`src/rtl/fetch_pkg.sv`:
```
// Shared widths and the queue entry payload for the prefetching fetch unit.
package fetch_pkg;

    localparam int unsigned XLEN  = 64;
    localparam int unsigned ILEN  = XLEN / 2;
    localparam int unsigned DEPTH = 4;
    localparam int unsigned PTR_W = $clog2(DEPTH);
    localparam int unsigned CNT_W = $clog2(DEPTH) + 1;

    // One queued instruction tagged with the PC it was fetched from.
    typedef struct packed {
        logic [XLEN-1:0] pc;
        logic [ILEN-1:0] instr;
    } fetch_entry_t;

endpackage

```
`src/rtl/fetch_queue_unit_fifo.sv`:
```
// Synchronous FIFO of fetch entries with flush; head is read combinationally.
module fetch_fifo
    import fetch_pkg::*;
#(
    parameter int unsigned DEPTH = fetch_pkg::DEPTH
) (
    input  logic                       clk,
    input  logic                       rst,
    input  logic                       flush,
    input  logic                       push,
    input  fetch_entry_t               push_data,
    input  logic                       pop,
    output fetch_entry_t               head,
    output logic [$clog2(DEPTH):0]     count
);

    localparam int unsigned PTR_BITS = $clog2(DEPTH);
    localparam int unsigned CNT_BITS = $clog2(DEPTH) + 1;

    fetch_entry_t          mem [DEPTH];
    logic [PTR_BITS-1:0]   head_ptr;
    logic [PTR_BITS-1:0]   tail_ptr;
    logic                  do_push;
    logic                  do_pop;

    // Qualify push/pop against reset, flush and an empty queue.
    always_comb begin
        do_push = 1'b0;
        do_pop  = 1'b0;
        if (!rst && !flush) begin
            do_push = push;
            do_pop  = pop && (count != '0);
        end
    end

    // Pointer and occupancy update; pointers wrap naturally at DEPTH.
    always_ff @(posedge clk) begin
        if (rst || flush) begin
            head_ptr <= '0;
            tail_ptr <= '0;
            count    <= '0;
        end else begin
            if (do_push) tail_ptr <= tail_ptr + PTR_BITS'(1);
            if (do_pop)  head_ptr <= head_ptr + PTR_BITS'(1);
            if (do_push && !do_pop)      count <= count + CNT_BITS'(1);
            else if (!do_push && do_pop) count <= count - CNT_BITS'(1);
        end
    end

    // Entry storage; contents need no reset since count gates visibility.
    always_ff @(posedge clk) begin
        if (do_push) mem[tail_ptr] <= push_data;
    end

    assign head = mem[head_ptr];

endmodule

```
`src/rtl/fetch_queue_unit.sv`:
```
// Prefetching fetch stage: issues sequential imem reads, queues tagged responses
// for decode, and restarts on redirect with the in-flight response discarded.
module fetch_queue_unit
    import fetch_pkg::*;
#(
    parameter int unsigned     DEPTH    = fetch_pkg::DEPTH,
    parameter int unsigned     PC_STEP  = 1,
    parameter logic [XLEN-1:0] RESET_PC = '0
) (
    input  logic                   clk,
    input  logic                   rst,
    input  logic                   redirect_valid,
    input  logic [XLEN-1:0]        redirect_pc,
    output logic                   imem_req_valid,
    output logic [XLEN-1:0]        imem_addr,
    input  logic [ILEN-1:0]        imem_rdata,
    output logic                   out_valid,
    input  logic                   out_ready,
    output logic [XLEN-1:0]        out_pc,
    output logic [ILEN-1:0]        out_instr,
    output logic [$clog2(DEPTH):0] queue_count
);

    localparam int unsigned CNT_BITS = $clog2(DEPTH) + 1;

    logic [XLEN-1:0]     fetch_pc;
    logic [XLEN-1:0]     tag;
    logic                inflight;
    logic                issue_c;
    logic                push_c;
    logic                pop_c;
    logic [CNT_BITS-1:0] count;
    fetch_entry_t        head;
    fetch_entry_t        push_data;

    // Credit check: queued plus in-flight must leave room for the new response.
    always_comb begin
        issue_c = 1'b0;
        if (!rst && !redirect_valid &&
            ((count + CNT_BITS'(inflight)) < CNT_BITS'(DEPTH))) begin
            issue_c = 1'b1;
        end
    end

    // A redirect kills the response arriving this cycle and ignores any pop.
    always_comb begin
        push_c          = inflight && !redirect_valid;
        pop_c           = out_valid && out_ready && !redirect_valid;
        push_data.pc    = tag;
        push_data.instr = imem_rdata;
    end

    // Fetch PC, in-flight flag and PC tag for the outstanding request.
    always_ff @(posedge clk) begin
        if (rst) begin
            fetch_pc <= RESET_PC;
            inflight <= 1'b0;
            tag      <= '0;
        end else if (redirect_valid) begin
            fetch_pc <= redirect_pc;
            inflight <= 1'b0;
        end else begin
            inflight <= issue_c;
            if (issue_c) begin
                fetch_pc <= fetch_pc + XLEN'(PC_STEP);
                tag      <= fetch_pc;
            end
        end
    end

    fetch_fifo #(
        .DEPTH (DEPTH)
    ) u_fifo (
        .clk       (clk),
        .rst       (rst),
        .flush     (redirect_valid),
        .push      (push_c),
        .push_data (push_data),
        .pop       (pop_c),
        .head      (head),
        .count     (count)
    );

    assign imem_req_valid = issue_c;
    assign imem_addr      = fetch_pc;
    assign out_valid      = (count != '0);
    assign out_pc         = out_valid ? head.pc    : '0;
    assign out_instr      = out_valid ? head.instr : '0;
    assign queue_count    = count;

endmodule

```
`config.mk`:
```
export PLATFORM = sky130hd
export DESIGN_NAME = fetch_queue_unit
export DESIGN_NICKNAME = d
export VERILOG_FILES = /design/src/rtl/fetch_pkg.sv /design/src/rtl/fetch_queue_unit_fifo.sv /design/src/rtl/fetch_queue_unit.sv
export SDC_FILE = /design/constraint.sdc
export NUM_CORES = 1
export LEC_CHECK = 0
export CORE_ASPECT_RATIO = 1.1
export CORE_MARGIN = 8
export CORE_UTILIZATION = 35
export CTS_CLUSTER_DIAMETER = 80
export DETAILED_ROUTE_END_ITERATION = 12
export PLACE_DENSITY = 0.67
export SLEW_MARGIN = 30
export SYNTH_ARGS = -nofsm -noshare
export SYNTH_HDL_FRONTEND = slang
export SYNTH_HIERARCHICAL = 1
export SYNTH_SLANG_ARGS = --single-unit
export TNS_END_PERCENT = 1
```
`constraint.sdc`:
```
create_clock -name clk -period 14 [get_ports clk]
set_input_delay 2.8 -clock clk [delete_from_list [all_inputs] [get_ports clk]]
set_output_delay 2.8 -clock clk [all_outputs]
set_load 0.005 [all_outputs]
```
==> flow_summary.json, run 1 <==
{
  "critPathSlowestCell": "clkdlybuf4s50_1",
  "chipHeight_um": 275.3,
  "path_buf_inv": 3,
  "async_reset_ff_frac": 0,
  "dp_hpwl_um": 36360,
  "core_um2": 60740,
  "pwr-share-clk": 0.431,
  "seq_power_share": 0.526,
  "yosysUniqueCellTypes": 68,
  "synthMuxAreaShare": 0.1035,
  "worst_setup_path_end_kind": "primary output",
  "synth_fa_ha_area_frac": 0.004445,
  "yosys.area_share.simple": 0.1502,
  "syn_area_um2": 21390,
  "crit_family": "buffers and inverters",
  "htreeDepth": 2,
  "critPathArrivalTime_ns": 4.29,
  "synth_top_family_by_area": "simple AND/OR/NAND/NOR gates",
  "drive_above_1_share": 0.1333,
  "ios": 265,
  "leakage_uw": 0.008762,
  "rsz0062_at_grt": "false",
  "power.share.switching": 0.2121,
  "antenna_found_initial": 1,
  "die-width_um": 251.7,
  "worst-setup-path-type": "input port to primary output",
  "synth_xor_area_frac": 0.008189,
  "power.switching_uw": 693.1,
  "drt_iter0_drc": 871,
  "seqCellArea_um2": 14300,
  "slowest_delay_ns": 0.57,
  "hold_viol_final": 0,
  "multi_input_area_um2": 6616,
  "start_util": 0.3522,
  "cts_buffers": 54,
  "cts_root_buffer": "clkbuf_16",
  "power_uw": 3267,
  "synth_edf_count": 384,
  "grt_max_degree": 86,
  "peakVddDrop_mv": 0.07321,
  "grt_pass1_wl_um": 86330,
  "dr_total_vias": 13340,
  "cts_tree": "yes",
  "powerDensity_nw_per_um2": 122.9,
  "tns_ns": 0,
  "clkSinkCount": 522,
  "setup_viol": 0,
  "post_dp_cell_area_um2": 24810,
  "min_period_ns": 7.090,
  "period_share": 0.5064,
  "wl_um": 57800,
  "die-area_um2": 69300,
  "track_usage": 0.1633,
  "hold_buffers": 0,
  "fmax_mhz": 141.0,
  "final_common_cell": "edfxtp_1",
  "p_int_uw": 2574,
  "synth_nets": 1560,
  "final_cell_mix": "edfxtp_1 (384), clkdlybuf4s50_1 (262), nand2_1 (173), dfxtp_1 (136), and2_1 (101)",
  "cts_resized": 0,
  "drv_cap": 0,
  "synth_cells": 1453,
  "final.fill_count": 5439,
  "fin_skew_ns": 0.01870,
  "rows": 95,
  "synth_area_per_cell_um2": 14.72,
  "globalRouteOverflowTotal": 0,
  "yosys_register_bits": 522,
  "clock_latency_ns": 0.59,
  "ys_seq_area_frac": 0.6682,
  "start_kind": "input port",
  "final_max_slew_viol_count": 0,
  "gp_congestion": 0.7625,
  "clk_pin_slew_worst_paths_ns": 0.07,
  "hold_path_class": "flip-flop to flip-flop",
  "ant_nets": 0,
  "clk_path_buf_depth": 3,
  "synth_warnings": 6,
  "synth_compound_area_frac": 0.04053,
  "comb_power_share": 0.044,
  "viasPerCell": 5.200,
  "relSlewSlack": 0.3555,
  "portBuffers": 264,
  "wl_per_cell_um": 22.52,
  "synth_flop_cell": "edfxtp_1",
  "drtPass1Iterations": 5,
  "drc": 0,
  "postLayoutCellArea_um2": 26580,
  "postCtsSetupRepairBufs": 0,
  "num-nets-final": 1804,
  "area_growth_pct": 24.26,
  "cp.required_ns": 11.20,
  "status": "finished clean",
  "path_cells": "buf_4 > nor3b_1 > mux2i_4 > inv_2 > clkdlybuf4s50_1",
  "worstMarginPinSlew_ns": 0.9668,
  "grt_pass1_vias": 13850,
  "path_max_fanout": 15
}
-- per-stage QoR --
stage,util,instances,hold slack [ns],setup slack [ns]
6_report,0.4376,2566,0.4965,6.910
2_1_floorplan,-,1453,0.4600,7.261
3_3_place_gp,0.4085,2464,0.4690,6.857
3_5_place_dp,0.4085,2464,0.4774,6.867
5_1_grt,0.4376,2565,0.5144,6.828
4_1_cts,0.4371,2564,0.4931,6.865
-- cells by family after synthesis --
| family | Yosys count |
|---|---|
| flops | 522 |
| mux | 101 |
| xor+xnor | 20 |
| fa+ha+maj | 7 |
| buf+inv | 117 |
| simple gates | 569 |
| compound gates | 117 |
-- power by group through the flow --
stage	Clock (µW)	Combinational [µW]	Sequential, µW
5_1_grt	1500	155	1720
4_1_cts	1440	145	1720
3_3_place_gp	0	142	1750
3_5_place_dp	0	144	1750
2_1_floorplan	0	59.3	1740
6_report	1410	142	1720
-- worst reg2reg max path, cell delays in order, from the launching register on --
cell and delay (ns):
dfxtp_1 0.57, nand4_2 0.49, nor4_4 0.77, nand3_1 0.66, or2_2 0.50, a2111oi_0 0.39
-- Yosys cell counts, drive strengths merged, types with 13 or more instances --
cell     number  share of area
a2111oi      20         0.0086
a211oi       17         0.0060
a21oi        16         0.0037
a31oi        14         0.0041
and2        101          0.030
and3         16         0.0047
buf          31         0.0095
clkbuf       65          0.011
dfxtp       138           0.13
edfxtp      384           0.54
inv          20         0.0035
mux4         96           0.10
nand2       173          0.030
nand3        23         0.0056
nand3b       61          0.021
nand4        33         0.0099
nor2         63          0.011
nor4         15         0.0081
nor4b        13         0.0053
or3          14         0.0044
-- routing by layer --
metal / vias up / share of wire / routed length [µm] / global-route usage
met4: 0 / 0.031 / 1807 / 0.05883
met1: 6739 / 0.42 / 24200 / 0.2055
li1: 6074 / - / - / -
met2: 429 / 0.49 / 28060 / 0.2744
met3: 101 / 0.065 / 3734 / 0.03794
met5: - / 0 / 0 / 0
-- flip-flops by register name, indices dropped and copies added (netlist names), named ones only --
register and count:
imem_addr 64, u_fifo/mem 384, tag 64, u_fifo/head_ptr 2, u_fifo/tail_ptr 2, u_fifo/count 3
inflight 1
-- path summary, 6_finish.rpt --
kind	start	slack [ns]	to	cells after the start
max	redirect_valid	6.91	imem_req_valid	5
min	imem_addr[35]$_SDFFE_PP0P_	0.50	tag[35]$_SDFFE_PP0P_	2
max reg2reg	imem_addr[11]$_SDFFE_PP0P_	10.51	imem_addr[41]$_SDFFE_PP0P_	5
min reg2reg	imem_addr[35]$_SDFFE_PP0P_	0.50	tag[35]$_SDFFE_PP0P_	2
-- final cells by class --
type	instances	area share
Inverter	20	0.002824
Sequential cell	522	0.5380
Clock inverter	33	0.01158
Multi-Input combinational cell	814	0.2489
Timing Repair Buffer	285	0.1059
Tap cell	824	0.03879
Clock buffer	67	0.05385
Antenna cell	1	0.00009414
Power figures use the tool's default switching activity.
==> run 2, diff against run 1 <==
clock period = 7.15 ns   (was 14 ns; I/O delays follow)
==> flow_summary.json, run 2 (synthesized netlist as in run 1, its figures left out) <==
{
  "status": "finished clean",
  "critPathArrivalTime_ns": 3.45,
  "core_um2": 60740,
  "chipHeight_um": 275.3,
  "hold_path_class": "flip-flop to flip-flop",
  "leakage_uw": 0.008778,
  "clk_pin_slew_worst_paths_ns": 0.06,
  "rows": 95,
  "cts_tree": "yes",
  "tns_ns": 0,
  "drc": 0,
  "p_int_uw": 5030,
  "dr_total_vias": 13420,
  "antenna_found_initial": 4,
  "r2r_slack_ns": 3.96,
  "reg2reg_to": "imem_addr[35]$_SDFFE_PP0P_",
  "num-nets-final": 1802,
  "grt_pass1_vias": 13900,
  "final_max_slew_viol_count": 0,
  "min_period_ns": 4.876,
  "hold_buffers": 0,
  "viasPerCell": 5.233,
  "rr_startpoint": "u_fifo/count[2]$_SDFFE_PP0P_",
  "hold_viol_final": 0,
  "clk_path_buf_depth": 3,
  "wl_per_cell_um": 22.68,
  "cts_root_buffer": "clkbuf_16",
  "pwr-share-clk": 0.430,
  "final_common_cell": "edfxtp_1",
  "path_max_fanout": 66,
  "worstMarginPinSlew_ns": 0.9416,
  "final.fill_count": 5420,
  "cp-startpoint": "rst",
  "power.share.switching": 0.2131,
  "grt_max_degree": 76,
  "peakVddDrop_mv": 0.1482,
  "htreeDepth": 2,
  "wl_um": 58140,
  "power.switching_uw": 1363,
  "rsz0062_at_grt": "false",
  "postCtsSetupRepairBufs": 0,
  "cts_buffers": 53,
  "cp.required_ns": 5.72,
  "start_util": 0.3522,
  "portBuffers": 264,
  "largest-register": "u_fifo/mem",
  "fmax_mhz": 205.1,
  "area_growth_pct": 24.31,
  "dp_hpwl_um": 36830,
  "relSlewSlack": 0.3723,
  "slowest_delay_ns": 0.64,
  "powerDensity_nw_per_um2": 240.4,
  "clkSinkCount": 522,
  "drv_cap": 0,
  "start_kind": "input port",
  "clock_latency_ns": 0.60,
  "gp_congestion": 0.7825,
  "seq_power_share": 0.526,
  "whs_path_depth": 0,
  "cts_resized": 0,
  "ant_nets": 0,
  "die-width_um": 251.7,
  "worst_setup_path_end_kind": "primary output",
  "drt_iter0_drc": 944,
  "period_share": 0.6820,
  "ios": 265,
  "crit_end": "imem_req_valid",
  "path_cells": "buf_4 > nor3b_1 > mux2i_4 > inv_2 > clkdlybuf4s50_1",
  "critPathSlowestCell": "clkdlybuf4s50_1",
  "fin_skew_ns": 0.02833,
  "worst-setup-path-type": "input port to primary output",
  "grt_pass1_wl_um": 87170,
  "track_usage": 0.1646,
  "die-area_um2": 69300,
  "globalRouteOverflowTotal": 0,
  "largest_reg_flops": 384,
  "final_cell_mix": "edfxtp_1 (384), clkdlybuf4s50_1 (262), nand2_1 (173), dfxtp_1 (136), and2_1 (101)",
  "worstRegToRegCells": 7,
  "drive_above_1_share": 0.1323,
  "setup_viol": 0,
  "drtPass1Iterations": 5,
  "comb_power_share": 0.044,
  "postLayoutCoreUtil": 0.4378
}
## run 2: cell count changes in the layout (fill, tap and decap cells not counted), sizes merged
cell      delta
buf          -1
bufinv       +1
clkbuf       -1
clkinvlp     -2
diode        +1
## run 2: area by class of cell
type                    count  area, µm²  share of cell area
repair buffers            284       2845              0.1070
inverters                  20      75.07            0.002823
multi-input cells         814       6625              0.2491
clock buffers              66       1385             0.05208
clock inverters            32      325.3             0.01223
diodes                      2      5.005           0.0001882
flip-flops and latches    522      14300              0.5378
well taps                 824       1031             0.03877
## run 2: how the worst min path moves through the flow
stage                                     from                     endpoint  slack (ns)
after floorplan            tag[0]$_SDFFE_PP0P_  u_fifo/mem[0][32]$_DFFE_PP_        0.46
after global placement    tag[21]$_SDFFE_PP0P_  u_fifo/mem[1][53]$_DFFE_PP_        0.47
after detailed placement  tag[60]$_SDFFE_PP0P_  u_fifo/mem[1][92]$_DFFE_PP_        0.49
after CTS                 tag[21]$_SDFFE_PP0P_  u_fifo/mem[2][53]$_DFFE_PP_        0.49
after global routing      tag[29]$_SDFFE_PP0P_  u_fifo/mem[0][61]$_DFFE_PP_        0.51
final                     tag[23]$_SDFFE_PP0P_  u_fifo/mem[3][55]$_DFFE_PP_        0.49
## run 2: power by group through the flow
stage	clock [µW]	combinational, µW	sequential (µW)
5_1_grt	2940	302	3370
3_3_place_gp	0	275	3420
2_1_floorplan	0	116	3400
4_1_cts	2830	283	3360
6_report	2750	279	3360
3_5_place_dp	0	281	3430
## run 2: critical path, delay by kind of cell
kind | cells | cell delay [ns]
buf+inv | 3 | 1.46
simple gates | 1 | 0.40
mux | 1 | 0.14
## run 2: per-stage QoR
step / hold WS (ns) / total power (µW) / area, µm² / worst slack (ns) / cells
after floorplan: 0.4600 / 3517 / 21390 / 2.057 / 1453
after global placement: 0.4722 / 3696 / 24780 / 2.215 / 2460
after detailed placement: 0.4864 / 3707 / 24850 / 2.223 / 2463
after CTS: 0.4891 / 6471 / 26560 / 2.224 / 2561
after global routing: 0.5144 / 6614 / 26590 / 2.152 / 2564
final: 0.4877 / 6393 / 26590 / 2.274 / 2564
## run 2: per-layer routing
metal / GRT usage / vias to the layer above / part of all wire
li1: - / 6063 / -
met1: 0.2120 / 6782 / 0.43
met2: 0.2726 / 450 / 0.48
met3: 0.02994 / 120 / 0.056
met4: 0.06879 / 2 / 0.039
met5: 0 / - / 0.00034
==> run 3, diff against run 2 <==
PLACE_DENSITY = 0.69   (was 0.67)
clock period = 4.13 ns   (was 7.15 ns; I/O delays follow)
==> flow_summary.json, run 3 (synthesized netlist as in run 1, its figures left out) <==
{
  "area_growth_pct": 25.75,
  "drive_above_1_share": 0.1459,
  "drt_iter0_drc": 1004,
  "worst_setup_path_end_kind": "primary output",
  "antenna_found_initial": 2,
  "start_kind": "flip-flop",
  "setup_viol": 0,
  "num-nets-final": 1823,
  "ant_nets": 0,
  "worst-setup-path-type": "flip-flop to primary output",
  "largest_reg_flops": 384,
  "htreeDepth": 2,
  "drtPass1Iterations": 7,
  "reg2reg_to": "u_fifo/count[2]$_SDFFE_PP0P_",
  "start_util": 0.3522,
  "fin_skew_ns": 0.02913,
  "cp.required_ns": 3.30,
  "cts_tree": "yes",
  "postCtsSetupRepairBufs": 0,
  "dp_hpwl_um": 37460,
  "rsz0062_at_grt": "false",
  "final_common_cell": "edfxtp_1",
  "powerDensity_nw_per_um2": 416.3,
  "period_share": 0.9053,
  "final.fill_count": 5361,
  "die-width_um": 251.7,
  "worstMarginPinSlew_ns": 0.8578,
  "hold_viol_final": 0,
  "chipHeight_um": 275.3,
  "rows": 95,
  "min_period_ns": 3.739,
  "leakage_uw": 0.008935,
  "core_um2": 60740,
  "peakVddDrop_mv": 0.2994,
  "fmax_mhz": 267.5,
  "postLayoutCellArea_um2": 26900,
  "grt_max_degree": 77,
  "dr_total_vias": 13550,
  "track_usage": 0.1624,
  "clk_path_buf_depth": 3,
  "drc": 0,
  "post_dp_cell_area_um2": 25070,
  "wl_um": 58000,
  "portBuffers": 264,
  "grt_pass1_wl_um": 86830,
  "clkSinkCount": 522,
  "worstRegToRegCells": 10,
  "viasPerCell": 5.241,
  "final_cell_mix": "edfxtp_1 (384), clkdlybuf4s50_1 (262), nand2_1 (173), dfxtp_1 (136), and2_1 (101)",
  "clk_pin_slew_worst_paths_ns": 0.07,
  "relSlewSlack": 0.4237,
  "whs_path_depth": 0,
  "hold_path_class": "flip-flop to flip-flop",
  "cts_buffers": 53,
  "globalRouteOverflowTotal": 0,
  "whs_ns": 0.4968,
  "clock_latency_ns": 0.60,
  "cts_root_buffer": "clkbuf_16",
  "die-area_um2": 69300,
  "status": "finished clean",
  "crit_end": "out_pc[37]",
  "drv_cap": 0,
  "final_max_slew_viol_count": 0,
  "path_max_fanout": 28,
  "critPathArrivalTime_ns": 2.91,
  "gp_congestion": 0.7834,
  "rr_startpoint": "u_fifo/count[2]$_SDFFE_PP0P_",
  "r2r_slack_ns": 0.81,
  "wl_per_cell_um": 22.43,
  "ios": 265,
  "grt_pass1_vias": 13910,
  "largest-register": "u_fifo/mem"
}
[run 3: cell types whose count changed in the layout (fill, tap and decap cells not counted), moves of 2 or more]
cell       before  now
clkbuf_8        1    5
clkinv_4        2    0
clkinv_8        0    2
bufinv_16       6    4
clkbuf_16      53   57
clkinv_1        9    5
buf_4          18   34
buf_12          3    8
[run 3: power breakdown]
group / internal (µW) / total (µW) / switching [µW]
clock: 2880 / 4890 / 2010
combinational: 258 / 488 / 231
sequential: 5700 / 5820 / 123
total: 8830 / 11200 / 2370
[run 3: per-stage QoR]
stage / setup TNS, ns / setup WS (ns) / util / cells / power [µW]
5_1_grt: 0 / 0.1710 / 0.4428 / 2585 / 11570
4_1_cts: 0 / 0.1016 / 0.4427 / 2584 / 11330
6_report: 0 / 0.3911 / 0.4429 / 2586 / 11200
3_5_place_dp: 0 / 0.7782 / 0.4128 / 2484 / 6419
3_3_place_gp: 0 / 0.8423 / 0.4126 / 2484 / 6401
2_1_floorplan: -103.04 / -0.3578 / - / 1453 / 6088
[run 3: final cells by class]
| type | count | area (µm²) | area share |
|---|---|---|---|
| multi-input cells | 815 | 6635 | 0.2467 |
| flip-flops and latches | 522 | 14300 | 0.5317 |
| repair buffers | 304 | 3038 | 0.1129 |
| clock buffers | 74 | 1540 | 0.05726 |
| diodes | 1 | 2.502 | 0.00009303 |
| inverters | 20 | 75.07 | 0.002791 |
| clock inverters | 26 | 276.5 | 0.01028 |
| well taps | 824 | 1031 | 0.03833 |
[run 3: worst min-delay path by stage]
stage	startpoint	endpoint	slack, ns
after floorplan	tag[0]$_SDFFE_PP0P_	u_fifo/mem[0][32]$_DFFE_PP_	0.46
after global placement	tag[40]$_SDFFE_PP0P_	u_fifo/mem[0][72]$_DFFE_PP_	0.47
after detailed placement	imem_addr[35]$_SDFFE_PP0P_	tag[35]$_SDFFE_PP0P_	0.48
after CTS	tag[22]$_SDFFE_PP0P_	u_fifo/mem[3][54]$_DFFE_PP_	0.49
after global routing	tag[24]$_SDFFE_PP0P_	u_fifo/mem[3][56]$_DFFE_PP_	0.51
final	tag[22]$_SDFFE_PP0P_	u_fifo/mem[3][54]$_DFFE_PP_	0.50
[run 3: timing repair]
action / CTS / global route
hold buffers: 0 / 0
gates resized for setup: 0 / 0
setup endpoints to repair: 0 / 19
[run 3: metal layers]
| layer | vias to the layer above | global-route usage | share of wire |
|---|---|---|---|
| li1 | 6116 | - | - |
| met1 | 6863 | 0.2133 | 0.43 |
| met2 | 489 | 0.2715 | 0.48 |
| met3 | 86 | 0.03135 | 0.066 |
| met4 | 0 | 0.04903 | 0.025 |
| met5 | - | 0 | 0 |
[run 3: critical path, cell delays in order (launching register included)]
cell and delay, ns:
dfxtp_4 0.78, buf_4 0.33, mux4_2 0.52, and2_1 0.18, clkdlybuf4s50_1 0.46
